$ cat config.mk
export PLATFORM = sky130hd
export DESIGN_NAME = axis_pattern_source
export DESIGN_NICKNAME = d
export VERILOG_FILES = /design/src/rtl/axis_pattern_source_pkg.sv /design/src/rtl/axis_pattern_xy_counter.sv /design/src/rtl/axis_pattern_source.sv
export SDC_FILE = /design/constraint.sdc
export NUM_CORES = 1
export LEC_CHECK = 0
export BUFFER_PORTS_ARGS = -buffer_cell sky130_fd_sc_hd__buf_2
export CAP_MARGIN = 0
export CORE_MARGIN = 1
export CORE_UTILIZATION = 53
export DETAILED_ROUTE_END_ITERATION = 6
export PLACE_DENSITY = 0.76
export SLEW_MARGIN = 5
export SYNTH_ARGS = -nofsm -noshare
export SYNTH_HDL_FRONTEND = slang
export SYNTH_HIERARCHICAL = 1
export SYNTH_SLANG_ARGS = --single-unit
$ cat constraint.sdc
create_clock -name clk -period 2.78 [get_ports clk]
set_input_delay 0.139 -clock clk [delete_from_list [all_inputs] [get_ports clk]]
set_output_delay 0.139 -clock clk [all_outputs]
set_load 0.02 [all_outputs]
$ cat src/rtl/axis_pattern_source_pkg.sv
// rtl/axis_pattern_source_pkg.sv - shared pattern-select and state encodings for the AXIS pattern source
package axis_pattern_source_pkg;

  localparam logic [1:0] PAT_HRAMP = 2'd0;
  localparam logic [1:0] PAT_VRAMP = 2'd1;
  localparam logic [1:0] PAT_CHECK = 2'd2;
  localparam logic [1:0] PAT_SOLID = 2'd3;

  typedef enum logic [1:0] {
    ST_IDLE   = 2'd0,
    ST_ACTIVE = 2'd1,
    ST_HBLANK = 2'd2
  } state_e;

endpackage

$ cat src/rtl/axis_pattern_xy_counter.sv
// rtl/axis_pattern_xy_counter.sv - raster x/y position counters with line-end and frame-end flags
module axis_pattern_xy_counter
  import axis_pattern_source_pkg::*;
#(
  parameter int unsigned C_RESO_WIDTH = 10
) (
  input  logic                    clk,
  input  logic                    resetn,
  input  logic                    restart_i,
  input  logic                    advance_i,
  input  logic [C_RESO_WIDTH-1:0] width_i,
  input  logic [C_RESO_WIDTH-1:0] height_i,
  output logic [C_RESO_WIDTH-1:0] x_o,
  output logic [C_RESO_WIDTH-1:0] y_o,
  output logic                    line_end_o,
  output logic                    frame_end_o
);

  localparam logic [C_RESO_WIDTH-1:0] ONE = 1;

  logic [C_RESO_WIDTH-1:0] x_q, x_d;
  logic [C_RESO_WIDTH-1:0] y_q, y_d;

  // Compare against size-1 so the largest representable width never wraps early.
  assign line_end_o  = (x_q == width_i - ONE);
  assign frame_end_o = line_end_o && (y_q == height_i - ONE);
  assign x_o         = x_q;
  assign y_o         = y_q;

  always_comb begin
    x_d = x_q;
    y_d = y_q;
    if (restart_i) begin
      x_d = '0;
      y_d = '0;
    end else if (advance_i) begin
      if (line_end_o) begin
        x_d = '0;
        y_d = frame_end_o ? '0 : y_q + ONE;
      end else begin
        x_d = x_q + ONE;
      end
    end
  end

  always_ff @(posedge clk or negedge resetn) begin
    if (!resetn) begin
      x_q <= '0;
      y_q <= '0;
    end else begin
      x_q <= x_d;
      y_q <= y_d;
    end
  end

endmodule

$ cat src/rtl/axis_pattern_source.sv
// rtl/axis_pattern_source.sv - AXI4-Stream test-pattern video frame source
// Optional inter-line blanking: define AXIS_PATTERN_SOURCE_HBLANK_EN.
module axis_pattern_source
  import axis_pattern_source_pkg::*;
#(
  parameter int unsigned C_PIXEL_WIDTH   = 8,
  parameter int unsigned C_RESO_WIDTH    = 10,
  parameter int unsigned C_HBLANK_CYCLES = 4
) (
  input  logic                     clk,
  input  logic                     resetn,
  input  logic                     fsync,
  input  logic [C_RESO_WIDTH-1:0]  width,
  input  logic [C_RESO_WIDTH-1:0]  height,
  input  logic [1:0]               pattern,
  input  logic [C_PIXEL_WIDTH-1:0] solid,
  output logic                     busy,
  output logic                     frame_done,
  output logic                     m_axis_tvalid,
  output logic [C_PIXEL_WIDTH-1:0] m_axis_tdata,
  output logic                     m_axis_tuser,
  output logic                     m_axis_tlast,
  input  logic                     m_axis_tready
);

  localparam int unsigned HB_W = (C_HBLANK_CYCLES > 1) ? $clog2(C_HBLANK_CYCLES) : 1;
  localparam logic [HB_W-1:0] HB_ONE = 1;
`ifdef AXIS_PATTERN_SOURCE_HBLANK_EN
  localparam bit HB_EN = (C_HBLANK_CYCLES != 0);
`else
  localparam bit HB_EN = 1'b0;
`endif

  state_e                   state_q, state_d;
  logic [C_RESO_WIDTH-1:0]  width_q, width_d;
  logic [C_RESO_WIDTH-1:0]  height_q, height_d;
  logic [1:0]               pattern_q, pattern_d;
  logic [C_PIXEL_WIDTH-1:0] solid_q, solid_d;
  logic                     busy_q, busy_d;
  logic                     frame_done_q, frame_done_d;
  logic                     last_q, last_d;
  logic [HB_W-1:0]          hb_cnt_q, hb_cnt_d;
  logic                     tvalid_q, tvalid_d;
  logic [C_PIXEL_WIDTH-1:0] tdata_q, tdata_d;
  logic                     tuser_q, tuser_d;
  logic                     tlast_q, tlast_d;

  logic                     start_ok, accept, load, restart;
  logic [C_RESO_WIDTH-1:0]  x, y;
  logic                     line_end, frame_end;
  logic [C_PIXEL_WIDTH-1:0] pix;

  axis_pattern_xy_counter #(
    .C_RESO_WIDTH(C_RESO_WIDTH)
  ) u_xy (
    .clk        (clk),
    .resetn     (resetn),
    .restart_i  (restart),
    .advance_i  (load),
    .width_i    (width_q),
    .height_i   (height_q),
    .x_o        (x),
    .y_o        (y),
    .line_end_o (line_end),
    .frame_end_o(frame_end)
  );

  always_comb begin
    pix = '0;
    case (pattern_q)
      PAT_HRAMP: pix = C_PIXEL_WIDTH'(x);
      PAT_VRAMP: pix = C_PIXEL_WIDTH'(y);
      PAT_CHECK: pix = (x[3] ^ y[3]) ? '1 : '0;
      PAT_SOLID: pix = solid_q;
      default:   pix = '0;
    endcase
  end

  assign start_ok = fsync && (width != '0) && (height != '0);
  assign accept   = tvalid_q && m_axis_tready;

  always_comb begin
    state_d      = state_q;
    width_d      = width_q;
    height_d     = height_q;
    pattern_d    = pattern_q;
    solid_d      = solid_q;
    busy_d       = busy_q;
    frame_done_d = 1'b0;
    last_d       = last_q;
    hb_cnt_d     = hb_cnt_q;
    tvalid_d     = tvalid_q;
    tdata_d      = tdata_q;
    tuser_d      = tuser_q;
    tlast_d      = tlast_q;
    restart      = 1'b0;
    load         = 1'b0;

    if (accept && last_q) begin
      frame_done_d = 1'b1;
      busy_d       = 1'b0;
      last_d       = 1'b0;
      state_d      = ST_IDLE;
    end

    // A new request overrides everything else; a pending beat still drains below.
    if (start_ok) begin
      width_d   = width;
      height_d  = height;
      pattern_d = pattern;
      solid_d   = solid;
      restart   = 1'b1;
      busy_d    = 1'b1;
      last_d    = 1'b0;
      state_d   = ST_ACTIVE;
    end else begin
      case (state_q)
        ST_ACTIVE: begin
          if (!last_q && (!tvalid_q || m_axis_tready)) begin
            load   = 1'b1;
            last_d = frame_end;
            if (HB_EN && line_end && !frame_end) begin
              state_d  = ST_HBLANK;
              hb_cnt_d = HB_W'(C_HBLANK_CYCLES - 1);
            end
          end
        end
        ST_HBLANK: begin
          if (hb_cnt_q == '0) state_d = ST_ACTIVE;
          else                hb_cnt_d = hb_cnt_q - HB_ONE;
        end
        default: ;
      endcase
    end

    if (load) begin
      tvalid_d = 1'b1;
      tdata_d  = pix;
      tuser_d  = (x == '0) && (y == '0);
      tlast_d  = line_end;
    end else if (accept) begin
      tvalid_d = 1'b0;
    end
  end

  always_ff @(posedge clk or negedge resetn) begin
    if (!resetn) begin
      state_q      <= ST_IDLE;
      width_q      <= '0;
      height_q     <= '0;
      pattern_q    <= '0;
      solid_q      <= '0;
      busy_q       <= 1'b0;
      frame_done_q <= 1'b0;
      last_q       <= 1'b0;
      hb_cnt_q     <= '0;
      tvalid_q     <= 1'b0;
      tdata_q      <= '0;
      tuser_q      <= 1'b0;
      tlast_q      <= 1'b0;
    end else begin
      state_q      <= state_d;
      width_q      <= width_d;
      height_q     <= height_d;
      pattern_q    <= pattern_d;
      solid_q      <= solid_d;
      busy_q       <= busy_d;
      frame_done_q <= frame_done_d;
      last_q       <= last_d;
      hb_cnt_q     <= hb_cnt_d;
      tvalid_q     <= tvalid_d;
      tdata_q      <= tdata_d;
      tuser_q      <= tuser_d;
      tlast_q      <= tlast_d;
    end
  end

  assign busy          = busy_q;
  assign frame_done    = frame_done_q;
  assign m_axis_tvalid = tvalid_q;
  assign m_axis_tdata  = tdata_q;
  assign m_axis_tuser  = tuser_q;
  assign m_axis_tlast  = tlast_q;

endmodule

==> Flow_metrics.wiki, run 1 <==
{| class="wikitable"
! Metric !! Value
|-
| Sum of net half-perimeters after detailed placement || 6960 um
|-
| Inst Count DP || 557
|-
| First-pass GRT wire length || between 15000 and 20000 um
|-
| Number of vias after detailed routing || 3407
|-
| Number of cell rows || 31
|-
| Type of the setup path with the least slack || reg -> reg
|-
| Most common library cells after synthesis || 68 x sky130_fd_sc_hd__dfrtp_1, 25 x sky130_fd_sc_hd__o21ai_0, 23 x sky130_fd_sc_hd__a21oi_1
|-
| Die area || 0.00818 mm^2
|-
| Slew HR || 41.8%
|-
| Width of the die || 90.5 um
|-
| Register bit count reported by yosys || 68
|-
| Top post-synthesis cells by area || sky130_fd_sc_hd__dfrtp_1 41%, sky130_fd_sc_hd__mux2_4 6.5%, sky130_fd_sc_hd__mux2_2 4.3%
|-
| Type of element capturing the critical path || register
|-
| Initial antenna violation count || 0
|-
| DRT antenna net count || 0
|-
| Post-CTS setup buffer count || 0
|-
| Worst-path fanout max || 5
|-
| CP Data Arrival Time || 2.87 ns
|-
| Synthesis-to-layout area growth || 15.8%
|-
| Net Sw Power || just under 800 uW
|-
| Final core utilization || 64.8%
|-
| Ratio of total power to cell area || 529 mW/mm^2
|-
| Upper clock frequency limit || around 380 MHz
|-
| Reg power frac || 46.1%
|-
| Violated checks || hold timing
|-
| Count of pins on the block boundary || 47
|-
| Count of flip-flops with a built-in enable after synthesis || 0
|-
| # hold bufs at CTS || 0
|-
| Number of gates resized after CTS || 0
|-
| Vias in the first global route || ~3400
|-
| Worst hold path type || in -> async
|-
| Number of different library cells in the post-synthesis netlist || 63
|-
| Remaining global-route overflow || 0
|-
| Gate count of the mapped netlist || 404
|-
| Nets || 508
|-
| Fraction of layout cells with a size suffix above 1 || 30.0%
|-
| Routed len/inst || 17.2 um
|-
| Num Clock Sinks || between 60 and 70
|-
| I/O Buffers || 46
|-
| Leakage power figure || roughly 0.0021 uW
|-
| Relative contribution of the clock network to total power || 32.5%
|-
| Final hold slack || -0.00714 ns
|-
| Transition time at the pin with the least slew margin || roughly 0.87 ns
|-
| Global-route usage over all layers || 25.2%
|-
| Most common cell in the netlist || sky130_fd_sc_hd__dfrtp_1
|-
| Clock-pin slew on the worst setup and hold paths || 0.07 ns
|-
| Total iterations of the first detailed-routing run || 5
|-
| Share of total power consumed by net switching || a little under a third
|-
| Max rail drop VDD || approximately 0.44 mV
|-
| Sequential fraction of the synthesis area || 41.0%
|-
| Power consumption || about 2500 uW
|-
| Warnings, synthesis || 6
|-
| Final weighted congestion of routability-driven global placement || 0.881
|-
| Die Span Y || a little over 90 um
|-
| Status || finished, violations left
|-
| Synthesized area per cell || 10.3 um^2
|-
| Overall routed net length || between 9000 and 10000 um
|-
| Clock skew after layout || 0.0111 ns
|-
| Area of the mapped netlist || 0.00415 mm^2
|-
| Final setup violation count || 0
|-
| Area share of the largest cell type after synthesis || 41.0%
|-
| Filler Cell Count || 604
|-
| DP Worst Slack || 0.0374 ns
|-
| Worst Setup Slack, final || 0.170 ns
|-
| Startpoint kind of the worst setup timing path || register
|-
| Count of inserted antenna diode cells || 0
|-
| Vias per cell || 5.95
|-
| Cells traversed along the worst timing path || inv_1, ha_2, and2b_1, or3_1, a31o_2, a2111oi_4, buf_4, nand4_4, or4b_1, a31oi_1
|-
| Core area || 0.00741 mm^2
|-
| DRC violations left || 0
|-
| Internal power of the cells || between 1500 and 2000 uW
|-
| Cell chosen for the clock root || sky130_fd_sc_hd__clkbuf_8
|-
| Count of final hold-check violations || 8
|-
| Initial DRC Count || 202
|-
| Min cycle time layout || 2.61 ns
|-
| Max Cap Viol || 0
|-
| Cell accounting for the most synthesized area || sky130_fd_sc_hd__dfrtp_1
|-
| Worst skew pair latency || 0.34 ns
|-
| Finished Layout Cells || 573
|-
| Maximum number of buffers from clock root to sink || 2
|-
| Largest net degree at the start of global routing || 69
|-
| Post-synth top flop || sky130_fd_sc_hd__dfrtp_1
|-
| Final worst-path cycle share || between 90% and 100%
|-
| Maximum single-stage delay on the critical path || 0.48 ns
|-
| Number of pins with negative max-slew slack in the final report || 0
|-
| Share of synthesized flip-flops with an asynchronous set or reset || between 90% and 100%
|-
| CP required || about 3.0 ns
|-
| Accumulated negative setup slack || 0 ns
|-
| Critical-path cell with the highest stage delay || sky130_fd_sc_hd__or4b_1
|-
| Power share of the combinational group || 21.4%
|-
| CTS H-Tree Depth || 3
|-
| Nets in the synthesized netlist || 443
|-
| Initial core utilization || 56.0%
|-
| Clock buffer count from CTS || 9
|-
| Setup repair after global routing missed its margin || false
|-
| CTS tree || yes
|}
-- per-layer routing --
metal / part of all wire [%] / vias to the layer above / GRT usage, % / routed length [um]
li1: - / 1623 / - / -
met1: 46 / 1648 / 33.5 / 4540
met2: 47 / 112 / 40.4 / 4630
met3: 4.9 / 24 / 5.13 / 486
met4: 2.2 / 0 / 9.54 / 222
met5: 0 / - / 0 / 0
-- critical path: cells and delay by family, from the launching register on --
kind	cells	cell delay [ns]
and+or+nand+nor	4	1.05
AOI/OAI and AO/OA	3	0.63
DFF	1	0.40
buffers and inverters	2	0.23
adders and majority gates	1	0.20
-- state kept, by name (all words and copies together) (netlist names) --
| register | count |
|---|---|
| state_q | 2 |
| m_axis_tdata | 8 |
| frame_done | 1 |
| m_axis_tlast | 1 |
| hb_cnt_q | 2 |
| m_axis_tuser | 1 |
| last_q | 1 |
| m_axis_tvalid | 1 |
| pattern_q | 2 |
| height_q | 10 |
| u_xy/y_o | 10 |
| busy | 1 |
| u_xy/x_o | 10 |
| width_q | 10 |
| solid_q | 8 |
-- path summary, 6_finish.rpt --
| kind | from | slack, ns | to | cells past startpoint |
|---|---|---|---|---|
| setup / recovery | width_q[1] | 0.17 | u_xy/y_o[2] | 10 |
| hold / removal | resetn | -0.007 | u_xy/x_o[9] | 2 |
| setup reg to reg | width_q[1] | 0.17 | u_xy/y_o[2] | 10 |
| hold reg to reg | busy | 0.47 | busy | 2 |
| max in group asynchronous | resetn | 2.22 | u_xy/x_o[1] | 2 |
| min in group clk | solid[7] | 0.02 | solid_q[7] | 2 |
-- cells by family (layout without fill, tap and decap cells) --
| family | count (synthesis) | in the layout | share of synthesized area [%] |
|---|---|---|---|
| and+or+nand+nor | 139 | 139 | 19.2 |
| AOI/OAI and AO/OA | 91 | 91 | 14.7 |
| DFF | 68 | 68 | 41.0 |
| muxes | 43 | 43 | 13.0 |
| xor gates and xnor gates | 29 | 29 | 6.49 |
| buffers and inverters | 29 | 99 | 4.07 |
| adders and majority gates | 5 | 5 | 1.51 |
-- stage by stage --
| step | instance area, um^2 | hold slack, ns |
|---|---|---|
| 3_3_place_gp | 4580 | 0.371 |
| 6_report | 4800 | -0.00714 |
| 3_5_place_dp | 4580 | 0.376 |
| 4_1_cts | 4780 | 0.0116 |
| 2_1_floorplan | 4170 | -0.157 |
| 5_1_grt | 4800 | 0.0141 |
-- power groups by stage --
stage          Combinational, uW  Clock, uW  Sequential (uW)
4_1_cts                      539        846             1170
6_report                     544        826             1170
5_1_grt                      596        890             1180
2_1_floorplan                347          0             1200
3_5_place_dp                 534          0             1190
3_3_place_gp                 519          0             1180
-- final cells by class --
| class | instances | area, um^2 | area share (%) |
|---|---|---|---|
| sequential | 68 | 1700 | 35.4 |
| timing repair buffer | 71 | 418 | 8.70 |
| clock buffer | 10 | 138 | 2.87 |
| clock inverter | 6 | 63.8 | 1.33 |
| tap | 99 | 124 | 2.58 |
| inverter | 12 | 45.0 | 0.938 |
| multi-input combinational | 307 | 2310 | 48.2 |
-- cells in the final DEF, fill, tap and decap left out, types with 3 or more instances in the layout --
cell,netlist,routed
sky130_fd_sc_hd__dfrtp_1,68,68
sky130_fd_sc_hd__a21oi_1,23,22
sky130_fd_sc_hd__nand3_1,20,20
sky130_fd_sc_hd__mux2i_1,9,9
sky130_fd_sc_hd__and3_1,8,8
sky130_fd_sc_hd__nor4_1,11,11
sky130_fd_sc_hd__nand2b_1,5,5
sky130_fd_sc_hd__or3b_2,3,3
sky130_fd_sc_hd__a31oi_1,7,7
sky130_fd_sc_hd__a211oi_1,6,3
sky130_fd_sc_hd__inv_1,11,11
sky130_fd_sc_hd__or3_1,5,5
sky130_fd_sc_hd__buf_4,1,25
sky130_fd_sc_hd__a211oi_2,0,3
sky130_fd_sc_hd__mux2_4,18,18
sky130_fd_sc_hd__nor2b_1,4,4
sky130_fd_sc_hd__xor2_1,15,15
sky130_fd_sc_hd__nor3_1,14,14
sky130_fd_sc_hd__ha_1,5,3
sky130_fd_sc_hd__nor2_1,21,21
sky130_fd_sc_hd__mux2_2,16,16
sky130_fd_sc_hd__nand2_1,22,22
sky130_fd_sc_hd__a21boi_0,3,3
sky130_fd_sc_hd__nand4b_1,6,6
sky130_fd_sc_hd__clkbuf_8,0,10
sky130_fd_sc_hd__o21ai_0,25,25
sky130_fd_sc_hd__buf_2,2,46
sky130_fd_sc_hd__a2bb2oi_1,7,7
sky130_fd_sc_hd__xnor2_1,13,13
Note: power is estimated with default switching activity, not from simulation.
==> inputs of run 2 (changes only) <==
--- a/config.mk
+++ b/config.mk
@@ -7,10 +7,14 @@
 export LEC_CHECK = 0
 export BUFFER_PORTS_ARGS = -buffer_cell sky130_fd_sc_hd__buf_2
 export CAP_MARGIN = 0
+export CELL_PAD_IN_SITES_DETAIL_PLACEMENT = 1
+export CELL_PAD_IN_SITES_GLOBAL_PLACEMENT = 1
 export CORE_MARGIN = 1
-export CORE_UTILIZATION = 53
+export CORE_UTILIZATION = 42
+export CTS_BUF_LIST = sky130_fd_sc_hd__clkbuf_4 sky130_fd_sc_hd__clkbuf_8 sky130_fd_sc_hd__clkbuf_16
 export DETAILED_ROUTE_END_ITERATION = 6
-export PLACE_DENSITY = 0.76
+export PLACE_DENSITY_LB_ADDON = 0.1
+export REMOVE_ABC_BUFFERS = 1
 export SLEW_MARGIN = 5
 export SYNTH_ARGS = -nofsm -noshare
 export SYNTH_HDL_FRONTEND = slang
==> run 2 against run 1 <==
Effect of this change: the run now ends clean; clock power is 0.8% lower; sequential share of layout area fell by 0.87 points; core utilization shrank 13 points; via count rose by 1.5%; global-route usage decreased by 0.33 points; sequential power about the same; worst setup slack worse by 0.10 ns; clock skew decreased by 0.0012 ns; final cell count rose by 7.0%; critical path type unchanged.
==> Flow_metrics.wiki, run 2 (synthesis gave the netlist of run 1 again) <==
{| class="wikitable"
! Metric !! Value
|-
| CP Data Arrival Time || 2.95 ns (+0.08 ns)
|-
| Transition time at the pin with the least slew margin || 0.885 ns (+0.0126 ns)
|-
| Remaining global-route overflow || 0 (unchanged)
|-
| Initial core utilization || 44.1% (-12 points)
|-
| Routed len/inst || 18.9 um (+9.8%)
|-
| Overall routed net length || 11600 um (+17%)
|-
| Maximum number of buffers from clock root to sink || 2 (unchanged)
|-
| Cell chosen for the clock root || sky130_fd_sc_hd__clkbuf_8
|-
| Vias in the first global route || 3762 (+11%)
|-
| I/O Buffers || 46 (unchanged)
|-
| Clock skew after layout || 0.00989 ns (-0.00120 ns)
|-
| Final worst-path cycle share || 97.7% (+3.8 points)
|-
| Number of vias after detailed routing || 3459 (+1.5%)
|-
| Clock buffer count from CTS || 9 (unchanged)
|-
| Final weighted congestion of routability-driven global placement || 0.784 (-11%)
|-
| Final hold slack || 0.0174 ns (+0.0246 ns)
|-
| Count of inserted antenna diode cells || 0 (unchanged)
|-
| First-pass GRT wire length || 19500 um (+19%)
|-
| Core area || 0.00942 mm^2 (+27%)
|-
| Number of pins with negative max-slew slack in the final report || 0 (unchanged)
|-
| Sum of net half-perimeters after detailed placement || 8520 um (+22%)
|-
| Type of element capturing the critical path || register
|-
| Number of cell rows || 35 (+13%)
|-
| Worst hold path type || in -> reg
|-
| Most frequent standard cell in the layout excluding fill and tap cells || sky130_fd_sc_hd__dfrtp_1
|-
| Count of pins on the block boundary || 47 (unchanged)
|-
| Inst Count DP || 593 (+6.5%)
|-
| Leakage power figure || 0.00221 uW (+3.0%)
|-
| Startpoint kind of the worst setup timing path || register
|-
| Count of final hold-check violations || 0 (-8)
|-
| Type of the setup path with the least slack || reg -> reg
|-
| Finished Layout Cells || 613 (+7.0%)
|-
| Ratio of total power to cell area || 519 mW/mm^2 (-1.8%)
|-
| Filler Cell Count || 1081 (+79%)
|-
| Fraction of layout cells with a size suffix above 1 || 31.2% (+1.2 points)
|-
| Status || finished, final reports clean
|-
| Die area || 0.0103 mm^2 (+26%)
|-
| Total iterations of the first detailed-routing run || 4 (-1)
|-
| CTS H-Tree Depth || 3 (unchanged)
|-
| Commonest cells after routing, fill and taps aside || 68 x sky130_fd_sc_hd__dfrtp_1, 46 x sky130_fd_sc_hd__buf_2, 32 x sky130_fd_sc_hd__buf_4
|-
| Max Cap Viol || 0 (unchanged)
|-
| Largest net degree at the start of global routing || 38 (-45%)
|-
| Global-route usage over all layers || 24.9% (-0.33 points)
|-
| Synthesis-to-layout area growth || 18.7%
|-
| Min cycle time layout || 2.71 ns (+0.105 ns)
|-
| Vias per cell || 5.64 (-5.1%)
|-
| Nets || 519 (+2.2%)
|-
| Worst skew pair latency || 0.35 ns (about the same)
|-
| Final setup violation count || 0 (unchanged)
|-
| Die Span Y || 101 um (+12%)
|-
| Width of the die || 101 um (+12%)
|-
| CP required || 3.02 ns (-0.02 ns)
|-
| Max rail drop VDD || 0.286 mV (-35%)
|-
| CTS tree || yes
|-
| Initial DRC Count || 140 (-31%)
|-
| Worst-path fanout max || 5 (unchanged)
|-
| Clock-pin slew on the worst setup and hold paths || 0.08 ns (about the same)
|-
| Slew HR || 40.6% (-1.3 points)
|-
| Final core utilization || 52.3% (-13 points)
|-
| DRC violations left || 0 (unchanged)
|-
| Initial antenna violation count || 0 (unchanged)
|-
| Upper clock frequency limit || 368 MHz (-3.9%)
|-
| Num Clock Sinks || 68 (unchanged)
|-
| DRT antenna net count || 0 (unchanged)
|}
run 2: what timing repair did:
action                                  in CTS  in global routing
hold buffers                                 1                  0
hold endpoints to repair                    31                  0
setup buffers                                0                  4
resized for setup                            0                  9
pin swaps                                    1                  6
endpoints found under the setup margin       1                 11
run 2: metrics by stage:
stage                     setup TNS [ns]  setup WS (ns)  area, um^2  total power (uW)
after floorplan                   -0.647         -0.271        4020              1520
after global placement                 0          0.133        4660              1720
after detailed placement               0         0.0403        4660              1740
after CTS                              0         0.0459        4860              2570
after global routing              -0.252        -0.0401        4920              2690
final                                  0         0.0651        4920              2560
run 2: final timing paths:
kind	from	to	slack [ns]	cells after the start
max	width_q[0]	u_xy/y_o[0]	0.07	9
min	solid[5]	solid_q[5]	0.02	2
max reg2reg	width_q[0]	u_xy/y_o[0]	0.07	9
min reg2reg	busy	busy	0.48	2
max in group asynchronous	resetn	m_axis_tvalid	1.71	3
min in group asynchronous	resetn	width_q[1]	0.42	2
run 2: layout make-up:
type                       count  area (um^2)  share of cell area [%]
multi-input combinational    307         2310                    46.9
sequential                    68         1700                    34.6
timing repair buffer          82          523                    10.6
tap                          129          161                    3.28
clock buffer                  10          131                    2.67
clock inverter                 5         53.8                    1.09
inverter                      12         45.0                   0.915
run 2: per-layer routing:
metal	wire (um)	share of wire, %	vias to the layer above	track usage [%]
met5	0	0	-	0
met1	5600	48	1762	34.0
li1	-	-	1636	-
met4	153	1.3	0	9.03
met3	247	2.1	12	3.11
met2	5600	48	49	40.5
run 2: power breakdown:
group	switching [uW]	internal, uW
Combinational	292	275
Clock	402	417
Sequential	101	1070
Total	795	1760
run 2: worst max-delay path, stage by stage (launching register included):
cell and delay (ns):
sky130_fd_sc_hd__dfrtp_1 0.41, sky130_fd_sc_hd__inv_1 0.10, sky130_fd_sc_hd__ha_4 0.19, sky130_fd_sc_hd__and2b_1 0.15, sky130_fd_sc_hd__or3_1 0.34, sky130_fd_sc_hd__a31o_2 0.26
sky130_fd_sc_hd__a2111oi_4 0.36, sky130_fd_sc_hd__and4_4 0.30, sky130_fd_sc_hd__a21o_1 0.17, sky130_fd_sc_hd__mux2_2 0.34
